===== src/rtl/keccak_padder_if.sv =====
// keccak_padder_if: handshake and control bundle between the message source,
// the padder and the Keccak input buffer.
// master: the side driving the raw message and control (source/controller).
// slave : the padder itself.
interface keccak_padder_if #(
  parameter int W         = 64,
  parameter int LEN_WIDTH = 32
);
  logic                 start;
  logic [LEN_WIDTH-1:0] msg_bytes;
  logic [7:0]           suffix;
  logic                 in_valid;
  logic                 in_ready;
  logic [W-1:0]         in_data;
  logic                 out_valid;
  logic                 out_ready;
  logic [W-1:0]         out_data;
  logic                 out_block_last;
  logic                 out_msg_last;
  logic                 busy;
  logic                 done;
  logic                 err;

  modport master (
    output start, msg_bytes, suffix, in_valid, in_data, out_ready,
    input  in_ready, out_valid, out_data, out_block_last, out_msg_last,
           busy, done, err
  );

  modport slave (
    input  start, msg_bytes, suffix, in_valid, in_data, out_ready,
    output in_ready, out_valid, out_data, out_block_last, out_msg_last,
           busy, done, err
  );
endinterface


===== src/rtl/keccak_padder.sv =====
// keccak_padder: turns a byte-length message stream into rate-aligned,
// pad10*1-padded 64-bit words for the Keccak input buffer.
//
// Optional feature macro: KECCAK_PADDER_ERR_EN
//   defined   -> sticky err flag for excess input words or start while busy
//   undefined -> err tied low, no detection logic
//
// state  | meaning
// IDLE   | waiting for start; outputs quiet
// ABSORB | full 8-byte message words pass straight through
// TAIL   | last partial word: kept bytes, suffix byte, zeros above
// FILL   | register-only zero words until the rate block closes
module keccak_padder #(
  parameter int W          = 64,
  parameter int RATE_WORDS = 17,
  parameter int LEN_WIDTH  = 32
) (
  input logic            clk,
  input logic            rst,
  keccak_padder_if.slave bus
);

  localparam int NB    = W / 8;
  localparam int IDX_W = $clog2(RATE_WORDS);
  localparam int CNT_W = LEN_WIDTH - 3;
  localparam logic [IDX_W-1:0] LAST_IDX = IDX_W'(RATE_WORDS - 1);

  typedef enum logic [1:0] {
    S_IDLE,
    S_ABSORB,
    S_TAIL,
    S_FILL
  } state_t;

  state_t           state_q, state_d;
  logic [CNT_W-1:0] full_left_q, full_left_d;
  logic [2:0]       tail_q, tail_d;
  logic [IDX_W-1:0] word_idx_q, word_idx_d;
  logic [7:0]       suffix_q, suffix_d;
  logic             sfx_sent_q, sfx_sent_d;
  logic             done_q, done_d;

  logic             out_valid_c;
  logic             in_ready_c;
  logic [W-1:0]     out_data_c;
  logic [W-1:0]     tail_word;
  logic             blk_end;
  logic             xfer;
  logic [IDX_W-1:0] next_idx;

  assign blk_end  = (word_idx_q == LAST_IDX);
  assign xfer     = out_valid_c & bus.out_ready;
  assign next_idx = blk_end ? '0 : word_idx_q + IDX_W'(1);

  // Partial word: message bytes below tail, suffix at byte tail, zeros above.
  always_comb begin
    tail_word = '0;
    for (int k = 0; k < NB; k++) begin
      if (k < int'(tail_q)) begin
        tail_word[8*k +: 8] = bus.in_data[8*k +: 8];
      end else if (k == int'(tail_q)) begin
        tail_word[8*k +: 8] = suffix_q;
      end
    end
  end

  // State and counter registers.
  always_ff @(posedge clk or posedge rst) begin
    if (rst) begin
      state_q     <= S_IDLE;
      full_left_q <= '0;
      tail_q      <= '0;
      word_idx_q  <= '0;
      suffix_q    <= '0;
      sfx_sent_q  <= 1'b0;
      done_q      <= 1'b0;
    end else begin
      state_q     <= state_d;
      full_left_q <= full_left_d;
      tail_q      <= tail_d;
      word_idx_q  <= word_idx_d;
      suffix_q    <= suffix_d;
      sfx_sent_q  <= sfx_sent_d;
      done_q      <= done_d;
    end
  end

  // Next-state, counter updates and output word formation.
  always_comb begin
    state_d     = state_q;
    full_left_d = full_left_q;
    tail_d      = tail_q;
    word_idx_d  = word_idx_q;
    suffix_d    = suffix_q;
    sfx_sent_d  = sfx_sent_q;
    done_d      = 1'b0;
    out_valid_c = 1'b0;
    in_ready_c  = 1'b0;
    out_data_c  = '0;

    case (state_q)
      S_IDLE: begin
        if (bus.start) begin
          full_left_d = bus.msg_bytes[LEN_WIDTH-1:3];
          tail_d      = bus.msg_bytes[2:0];
          word_idx_d  = '0;
          suffix_d    = bus.suffix;
          sfx_sent_d  = 1'b0;
          if (bus.msg_bytes[LEN_WIDTH-1:3] != '0) begin
            state_d = S_ABSORB;
          end else if (bus.msg_bytes[2:0] != 3'd0) begin
            state_d = S_TAIL;
          end else begin
            state_d = S_FILL;
          end
        end
      end

      S_ABSORB: begin
        out_valid_c = bus.in_valid;
        in_ready_c  = bus.out_ready;
        out_data_c  = bus.in_data;
        if (blk_end) begin
          out_data_c[W-1 -: 8] = out_data_c[W-1 -: 8] | 8'h80;
        end
        if (xfer) begin
          full_left_d = full_left_q - CNT_W'(1);
          word_idx_d  = next_idx;
          if (full_left_q == CNT_W'(1)) begin
            state_d = (tail_q != 3'd0) ? S_TAIL : S_FILL;
          end
        end
      end

      S_TAIL: begin
        out_valid_c = bus.in_valid;
        in_ready_c  = bus.out_ready;
        out_data_c  = tail_word;
        if (blk_end) begin
          out_data_c[W-1 -: 8] = out_data_c[W-1 -: 8] | 8'h80;
        end
        if (xfer) begin
          word_idx_d = next_idx;
          sfx_sent_d = 1'b1;
          if (blk_end) begin
            state_d = S_IDLE;
            done_d  = 1'b1;
          end else begin
            state_d = S_FILL;
          end
        end
      end

      S_FILL: begin
        out_valid_c = 1'b1;
        if (!sfx_sent_q) begin
          out_data_c[7:0] = suffix_q;
        end
        if (blk_end) begin
          out_data_c[W-1 -: 8] = out_data_c[W-1 -: 8] | 8'h80;
        end
        if (xfer) begin
          word_idx_d = next_idx;
          sfx_sent_d = 1'b1;
          if (blk_end) begin
            state_d = S_IDLE;
            done_d  = 1'b1;
          end
        end
      end

      default: state_d = S_IDLE;
    endcase
  end

  assign bus.out_valid      = out_valid_c;
  assign bus.in_ready       = in_ready_c;
  assign bus.out_data       = out_data_c;
  assign bus.out_block_last = blk_end & out_valid_c;
  // The suffix is out once past ABSORB: TAIL and the first FILL word carry it.
  assign bus.out_msg_last   = blk_end & out_valid_c &
                              (sfx_sent_q | (state_q == S_TAIL) | (state_q == S_FILL));
  assign bus.busy           = (state_q != S_IDLE);
  assign bus.done           = done_q;

`ifdef KECCAK_PADDER_ERR_EN
  logic err_q;

  // Sticky protocol error: surplus input words, or start while busy.
  always_ff @(posedge clk or posedge rst) begin
    if (rst) begin
      err_q <= 1'b0;
    end else if ((bus.in_valid && (state_q == S_IDLE || state_q == S_FILL)) ||
                 (bus.start && state_q != S_IDLE)) begin
      err_q <= 1'b1;
    end
  end

  assign bus.err = err_q;
`else
  assign bus.err = 1'b0;
`endif

endmodule


===== src/flat_wrapper.sv =====
// flat-port wrapper written by rule: the top's interface ports become plain ports
module keccak_padder_flat 
#(
  parameter int W          = 64,
  parameter int RATE_WORDS = 17,
  parameter int LEN_WIDTH  = 32
)
  (clk, rst, bus_start, bus_msg_bytes, bus_suffix, bus_in_valid, bus_in_data, bus_out_ready, bus_in_ready, bus_out_valid, bus_out_data, bus_out_block_last, bus_out_msg_last, bus_busy, bus_done, bus_err);
  keccak_padder_if #(.W(W), .LEN_WIDTH(LEN_WIDTH)) bus_i ();
  input logic clk;
  input logic rst;
  input wire logic [$bits(bus_i.start)-1:0] bus_start;
  input wire logic [$bits(bus_i.msg_bytes)-1:0] bus_msg_bytes;
  input wire logic [$bits(bus_i.suffix)-1:0] bus_suffix;
  input wire logic [$bits(bus_i.in_valid)-1:0] bus_in_valid;
  input wire logic [$bits(bus_i.in_data)-1:0] bus_in_data;
  input wire logic [$bits(bus_i.out_ready)-1:0] bus_out_ready;
  output wire logic [$bits(bus_i.in_ready)-1:0] bus_in_ready;
  output wire logic [$bits(bus_i.out_valid)-1:0] bus_out_valid;
  output wire logic [$bits(bus_i.out_data)-1:0] bus_out_data;
  output wire logic [$bits(bus_i.out_block_last)-1:0] bus_out_block_last;
  output wire logic [$bits(bus_i.out_msg_last)-1:0] bus_out_msg_last;
  output wire logic [$bits(bus_i.busy)-1:0] bus_busy;
  output wire logic [$bits(bus_i.done)-1:0] bus_done;
  output wire logic [$bits(bus_i.err)-1:0] bus_err;
  assign bus_i.start = bus_start;
  assign bus_i.msg_bytes = bus_msg_bytes;
  assign bus_i.suffix = bus_suffix;
  assign bus_i.in_valid = bus_in_valid;
  assign bus_i.in_data = bus_in_data;
  assign bus_i.out_ready = bus_out_ready;
  assign bus_in_ready = bus_i.in_ready;
  assign bus_out_valid = bus_i.out_valid;
  assign bus_out_data = bus_i.out_data;
  assign bus_out_block_last = bus_i.out_block_last;
  assign bus_out_msg_last = bus_i.out_msg_last;
  assign bus_busy = bus_i.busy;
  assign bus_done = bus_i.done;
  assign bus_err = bus_i.err;
  keccak_padder #(.W(W), .RATE_WORDS(RATE_WORDS), .LEN_WIDTH(LEN_WIDTH)) u_core (.clk(clk), .rst(rst), .bus(bus_i));
endmodule

===== config.mk =====
export PLATFORM = sky130hd
export DESIGN_NAME = keccak_padder_flat
export DESIGN_NICKNAME = d
export VERILOG_FILES = /design/src/rtl/keccak_padder_if.sv /design/src/rtl/keccak_padder.sv /design/src/flat_wrapper.sv
export SDC_FILE = /design/constraint.sdc
export NUM_CORES = 1
export LEC_CHECK = 0
export BUFFER_PORTS_ARGS = -buffer_cell sky130_fd_sc_hd__buf_2
export CAP_MARGIN = 20
export CORE_AREA = 2 2 127 129
export CTS_CLUSTER_SIZE = 16
export DETAILED_ROUTE_END_ITERATION = 10
export DIE_AREA = 0 0 129 131
export PLACE_DENSITY_LB_ADDON = 0.25
export SLEW_MARGIN = 30
export SYNTH_ARGS = -nofsm -noshare
export SYNTH_HDL_FRONTEND = slang
export SYNTH_SLANG_ARGS = --single-unit

===== constraint.sdc =====
create_clock -name clk -period 2.3 [get_ports clk]
set_clock_uncertainty 0.1 [all_clocks]
set_input_delay 0.345 -clock clk [delete_from_list [all_inputs] [get_ports clk]]
set_output_delay 0.345 -clock clk [all_outputs]
set_load 0.05 [all_outputs]

* Word level (Yosys, flattened, before mapping)
Cells that the tools add are included.
** Word-level totals
- Flip-flop bits (word level) :: 49
** Cells by class
- Add/subtract/negate cells :: 2
- Magnitude comparators :: 7
- Equality and inequality tests :: 20
- Muxes and demuxes :: 48
- Bitwise logic cells :: 5
- Reductions and logical operators :: 16
** Operators with widths (count)
- 8-bit two-way mux :: 19
- 48-bit one-hot mux with 2 select lines :: 1
- 29-bit two-way mux :: 2
- 29-bit one-hot mux with 2 select lines :: 1
- 8-bit one-hot mux with 3 select lines :: 2
- 29-bit by 1-bit equality test with 1-bit output (second input constant) :: 1
- 29-bit nonzero test :: 1
- 29-bit by 1-bit subtractor with 29-bit output (second input constant) :: 1
- 2-bit two-way mux :: 8
- 5-bit two-way mux :: 3
- 2-bit by 1-bit != test with 1-bit output (second input constant) :: 7
- 3-bit equality test (first input constant) :: 4
- 5-bit one-hot mux with 2 select lines :: 1
- 3-bit less-than comparator (first input constant) :: 3
- 1-bit two-way mux :: 8
- 2-bit one-hot mux with 4 select lines :: 1
- 2-bit by 3-bit equality test with 1-bit output (first input constant) :: 2
- 1-bit by 3-bit less-than comparator with 1-bit output (first input constant) :: 2
- 2-bit by 3-bit less-than comparator with 1-bit output (first input constant) :: 2
- 3-bit AND reduction :: 2
- 6-bit AND reduction :: 1
- 2-bit nonzero test :: 3
- 3-bit nonzero test :: 2
- 5-bit by 1-bit adder with 5-bit output (second input constant) :: 1
- other kinds (13) :: 20

* Logic depth before layout (Yosys ltp)
- Depth after elaboration :: 6
- Gate-level depth with buffers :: 9
- Mapped depth without buffers :: 7

* Worst setup path before layout
No wires, ideal clock.
- Path kind :: register to output
- From :: register u_core.state_q[0]
- To :: output bus_out_msg_last
- Arrival time :: 2.936 ns
- Required time :: 1.855 ns
- Path slack :: -1.081 ns
- Stages on the path, launching flop included :: 8
- Cell sequence :: dfrtp_1 > inv_1 > ha_1 > clkbuf_1 > clkbuf_1 > clkbuf_1 > nor3_1 > o31a_1
** Between the ends
- Cells in the longest elaborated chain, start to end :: 5
- Elaborated cells on any way between the ends :: 9
** RTL lines
- start, declared :: line keccak_padder.sv:35 : state_t state_q, state_d;
- start signal, assigned :: line keccak_padder.sv:78 : state_q <= state_d;
- 2-bit by 1-bit equality test with 1-bit output / 2-bit equality test (equally long branches) :: line keccak_padder.sv:101 : case (state_q)
- 2-bit OR reduction (no source line)
- 1-bit one-hot mux with 2 select lines (*) :: line keccak_padder.sv:101
- 1-bit AND (*)
- via bus_out_block_last :: line flat_wrapper.sv:21 : output wire logic [$bits(bus_i.out_block_last)-1:0] bus_out_block_last;
- 1-bit AND (*) :: line keccak_padder.sv:181 : assign bus.out_msg_last = blk_end & out_valid_c &
- end, declared :: line flat_wrapper.sv:22 : output wire logic [$bits(bus_i.out_msg_last)-1:0] bus_out_msg_last;
Mark *: on every way through the listed nets, which the timed path passes. The rest lies on a longest branch.

* Worst setup path in the final report
- From :: register u_core.state_q[1]
- To :: output bus_out_data[48]
** Between the ends
- Cells in the longest elaborated chain, start to end :: 2
- Elaborated cells on any way between the ends :: 3
** RTL lines
- 2-bit equality test / 2-bit by 1-bit equality test with 1-bit output (equally long branches) :: line keccak_padder.sv:101
- 48-bit one-hot mux with 2 select lines (*) :: line keccak_padder.sv:101
- end, declared :: line flat_wrapper.sv:20 : output wire logic [$bits(bus_i.out_data)-1:0] bus_out_data;
Every way passes the cells marked *; elsewhere a longest branch is shown, timed or not.

==> results.sh <==
export IMPL_status="finished, violations left"
export IMPL_violations="negative setup slack"
export IMPL_fmax_ghz=0.412
export IMPL_slowest_delay_ps=450
export IMPL_yosys_top_cells_area="dfrtp_1 29%, a22oi_1 11%, nor2b_1 7.3%"
export IMPL_nets=844
export IMPL_postLayoutCoreUtil_pct=44.7
export IMPL_grt_pass1_wl_um=26400
export IMPL_worstPathMaxFanout=8
export IMPL_power_mw=11.3
export IMPL_synth_top_area_share_pct=28.7
export IMPL_dpl_worst_slack_ps=-45.0
export IMPL_ys_dominant_reg_cell="dfrtp_1"
export IMPL_setup_viol_count_final=52
export IMPL_core_area_sq_um=15600
export IMPL_synth_edf_count=0
export IMPL_cp_slowest_cell="dfrtp_2"
export IMPL_routed_wirelength_um=17500
export IMPL_leakagePower_nw=2.90
export IMPL_ys_ff_latch=49
export IMPL_drive_gt1_share_pct=56.1
export IMPL_grt_pass1_vias=4880
export IMPL_rows=46
export IMPL_clk_latency_ps=300
export IMPL_fp_dieH_um=131
export IMPL_p_per_area_nw_per_um2=1620
export IMPL_wire_per_inst_um=18.5
export IMPL_synthesis_area_sq_um=4280
export IMPL_synth_cells=519
export IMPL_maxCapViolCount=0
export IMPL_worstSetupEndpointType="output pin"
export IMPL_fillerInstances=1543
export IMPL_final_min_clock_period_ps=2430
export IMPL_hold_class="in2async"
export IMPL_root_buffer="clkbuf_16"
export IMPL_grt_ovfl_total=0
export IMPL_io_buffers=178
export IMPL_met2_usage_pct=37.2
export IMPL_min_period_over_period_pct=106
export IMPL_crit_start="u_core.state_q[1]"
export IMPL_drt_iter0_drc=282
export IMPL_die_w_um=129
export IMPL_start_kind="flip-flop"
export IMPL_grtUsageMet3_pct=3.09
export IMPL_syn_to_final_growth_pct=63.1
export IMPL_synth_area_leader_cell="dfrtp_1"
export IMPL_whs_ps=125
export IMPL_cp_arrival_ps=1980
export IMPL_ys_types=67
export IMPL_initial_core_util_pct=27.4
export IMPL_first_pass_iters=6
export IMPL_rsz0062_at_grt="yes"
export IMPL_track_usage_pct=19.9
export IMPL_antenna_found_initial=1
export IMPL_vdd_drop_max_mv=0.556
export IMPL_syn_num_nets=637
export IMPL_placed_cells=922
export IMPL_cts_tree="yes"
export IMPL_synth_seq_area_share_pct=28.7
export IMPL_critPathRequiredTime_ps=1860
export IMPL_fin_cells=944
export IMPL_placed_area_sq_um=5980
export IMPL_routabilityCongestion=0.897
export IMPL_numCtsBuffers=5
export IMPL_grt_met1_usage_pct=23.3
export IMPL_setup_tns_ps=-3290
export IMPL_postRouteAntennaNets=0
export IMPL_async_reset_ff_share_pct=100
export IMPL_vias_per_cell=5.25
export IMPL_cts_sinks=49
export IMPL_stdcell_area_sq_um=6970
export IMPL_grt_max_degree=50
export IMPL_hpwl_um=13600
export IMPL_drc=0
export IMPL_slew_viol_final=0
export IMPL_tightestPinTransition_ps=691
export IMPL_worstReg2RegStart="u_core.full_left_q[19]"
export IMPL_hold_viol=0
export IMPL_dieArea_sq_um=16900
export IMPL_multi_input_comb_area_sq_um=3390
export IMPL_io_pins=180
export IMPL_max_slew_margin_rel_pct=53.9
export IMPL_h_tree_depth=2
export IMPL_clk_pin_slew_ps=80
export IMPL_via_count=4958
export IMPL_grt_busiest_layer="met2"
export IMPL_cts_buffer_depth=2
export IMPL_path_cells="inv_4, ha_4, clkinvlp_4, o21ai_4, o21a_4, a22oi_1, nor2b_4, buf_6"
export IMPL_ys_warn_count=0
export IMPL_criticalPathCategory="reg2out"
export IMPL_fin_ws_ps=-127
export IMPL_syn_area_per_cell_sq_um=8.24
export IMPL_ff_latch_area_sq_um=1230
export IMPL_hold_buffers=0
==> repair_timing <==
action / in CTS / in global routing
setup endpoints to repair: 66 / 80
pin swaps: 6 / 16
buffers inserted: 4 / 10
gates resized for setup: 153 / 61
gates cloned: 0 / 1
==> report_power, final <==
part | switching [mW] | leakage, nW | internal (mW)
Combinational | 5.06 | 2.24 | 3.69
Clock | 0.348 | 0.0768 | 0.434
Sequential | 0.496 | 0.577 | 1.27
==> cell families after synthesis <==
group | share of synthesized area (%)
AO/OA/AOI/OAI | 27.4
XOR/XNOR | 1.84
adder cells (fa/ha/maj) | 2.63
buffers and inverters | 6.55
flip-flops | 28.7
multiplexers | 4.83
other | 0.0877
AND/OR/NAND/NOR | 28.0
==> flip-flops by register name, indices dropped and copies added, names as in the netlist <==
| signal | count |
|---|---|
| u_core.tail_q | 3 |
| u_core.word_idx_q | 5 |
| u_core.state_q | 2 |
| u_core.bus.done | 1 |
| u_core.full_left_q | 29 |
| u_core.sfx_sent_q | 1 |
| u_core.suffix_q | 8 |
==> placed cells by master (no fill, tap or decap), types with 13 or more instances in the layout <==
cell type	instances
a21oi_1	30
a22oi_1	36
a22oi_2	27
buf_2	114
buf_4	64
buf_6	57
dfrtp_1	48
mux2_2	13
nand2_1	23
nor2_1	19
nor2b_2	27
nor2b_4	21
o21ai_0	15
==> synth_stat cells (all sizes together) (3+ instances only) <==
cell / n
a211oi: 10
a21oi: 33
a22oi: 63
a2bb2oi: 5
a31oi: 3
a41oi: 3
and2: 9
and3: 11
and3b: 3
and4: 3
buf: 9
clkbuf: 38
dfrtp: 49
ha: 9
inv: 11
mux2: 13
mux2i: 6
nand2: 26
nand3: 10
nand4: 11
nor2: 36
nor2b: 50
nor3: 16
nor3b: 4
nor4: 15
o21ai: 20
o22a: 5
o22ai: 8
o32ai: 3
o41ai: 3
or3: 3
xnor2: 5
xor2: 4
==> worst max-delay path: cells and delay by family, from the launching register on <==
kind / cells / cell delay, ps
AND/OR/NAND/NOR: 1 / 140
adder cells (fa/ha/maj): 1 / 160
buffers and inverters: 3 / 440
flip-flops: 1 / 450
AO/OA/AOI/OAI: 3 / 480
==> path summary, 6_finish.rpt <==
path / slack (ps) / depth (start not counted) / endpoint
worst max-delay path: -130 / 8 / bus_out_data[48]
worst min-delay path: 130 / 3 / u_core.suffix_q[2]
worst max register to register: 80 / 6 / u_core.full_left_q[25]
worst min register to register: 420 / 1 / u_core.full_left_q[13]
max in group asynchronous: 1490 / 3 / u_core.state_q[1]
min in group clk: 180 / 2 / u_core.suffix_q[4]
==> cell type report <==
class	instances	area share, %
Multi-Input combinational cell	412	48.6
Tap cell	216	3.88
Timing Repair Buffer	247	27.0
Sequential cell	49	17.6
Antenna cell	1	0.0359
Clock inverter	2	0.197
Clock buffer	6	1.99
Inverter	11	0.682
==> per-layer routing <==
metal  share of wire (%)  up-vias
met5                   0        -
met4                 2.0        0
li1                    -     2363
met3                 5.7       27
met1                  40     2372
met2                  53      196
(Power assumes the default switching activity.)
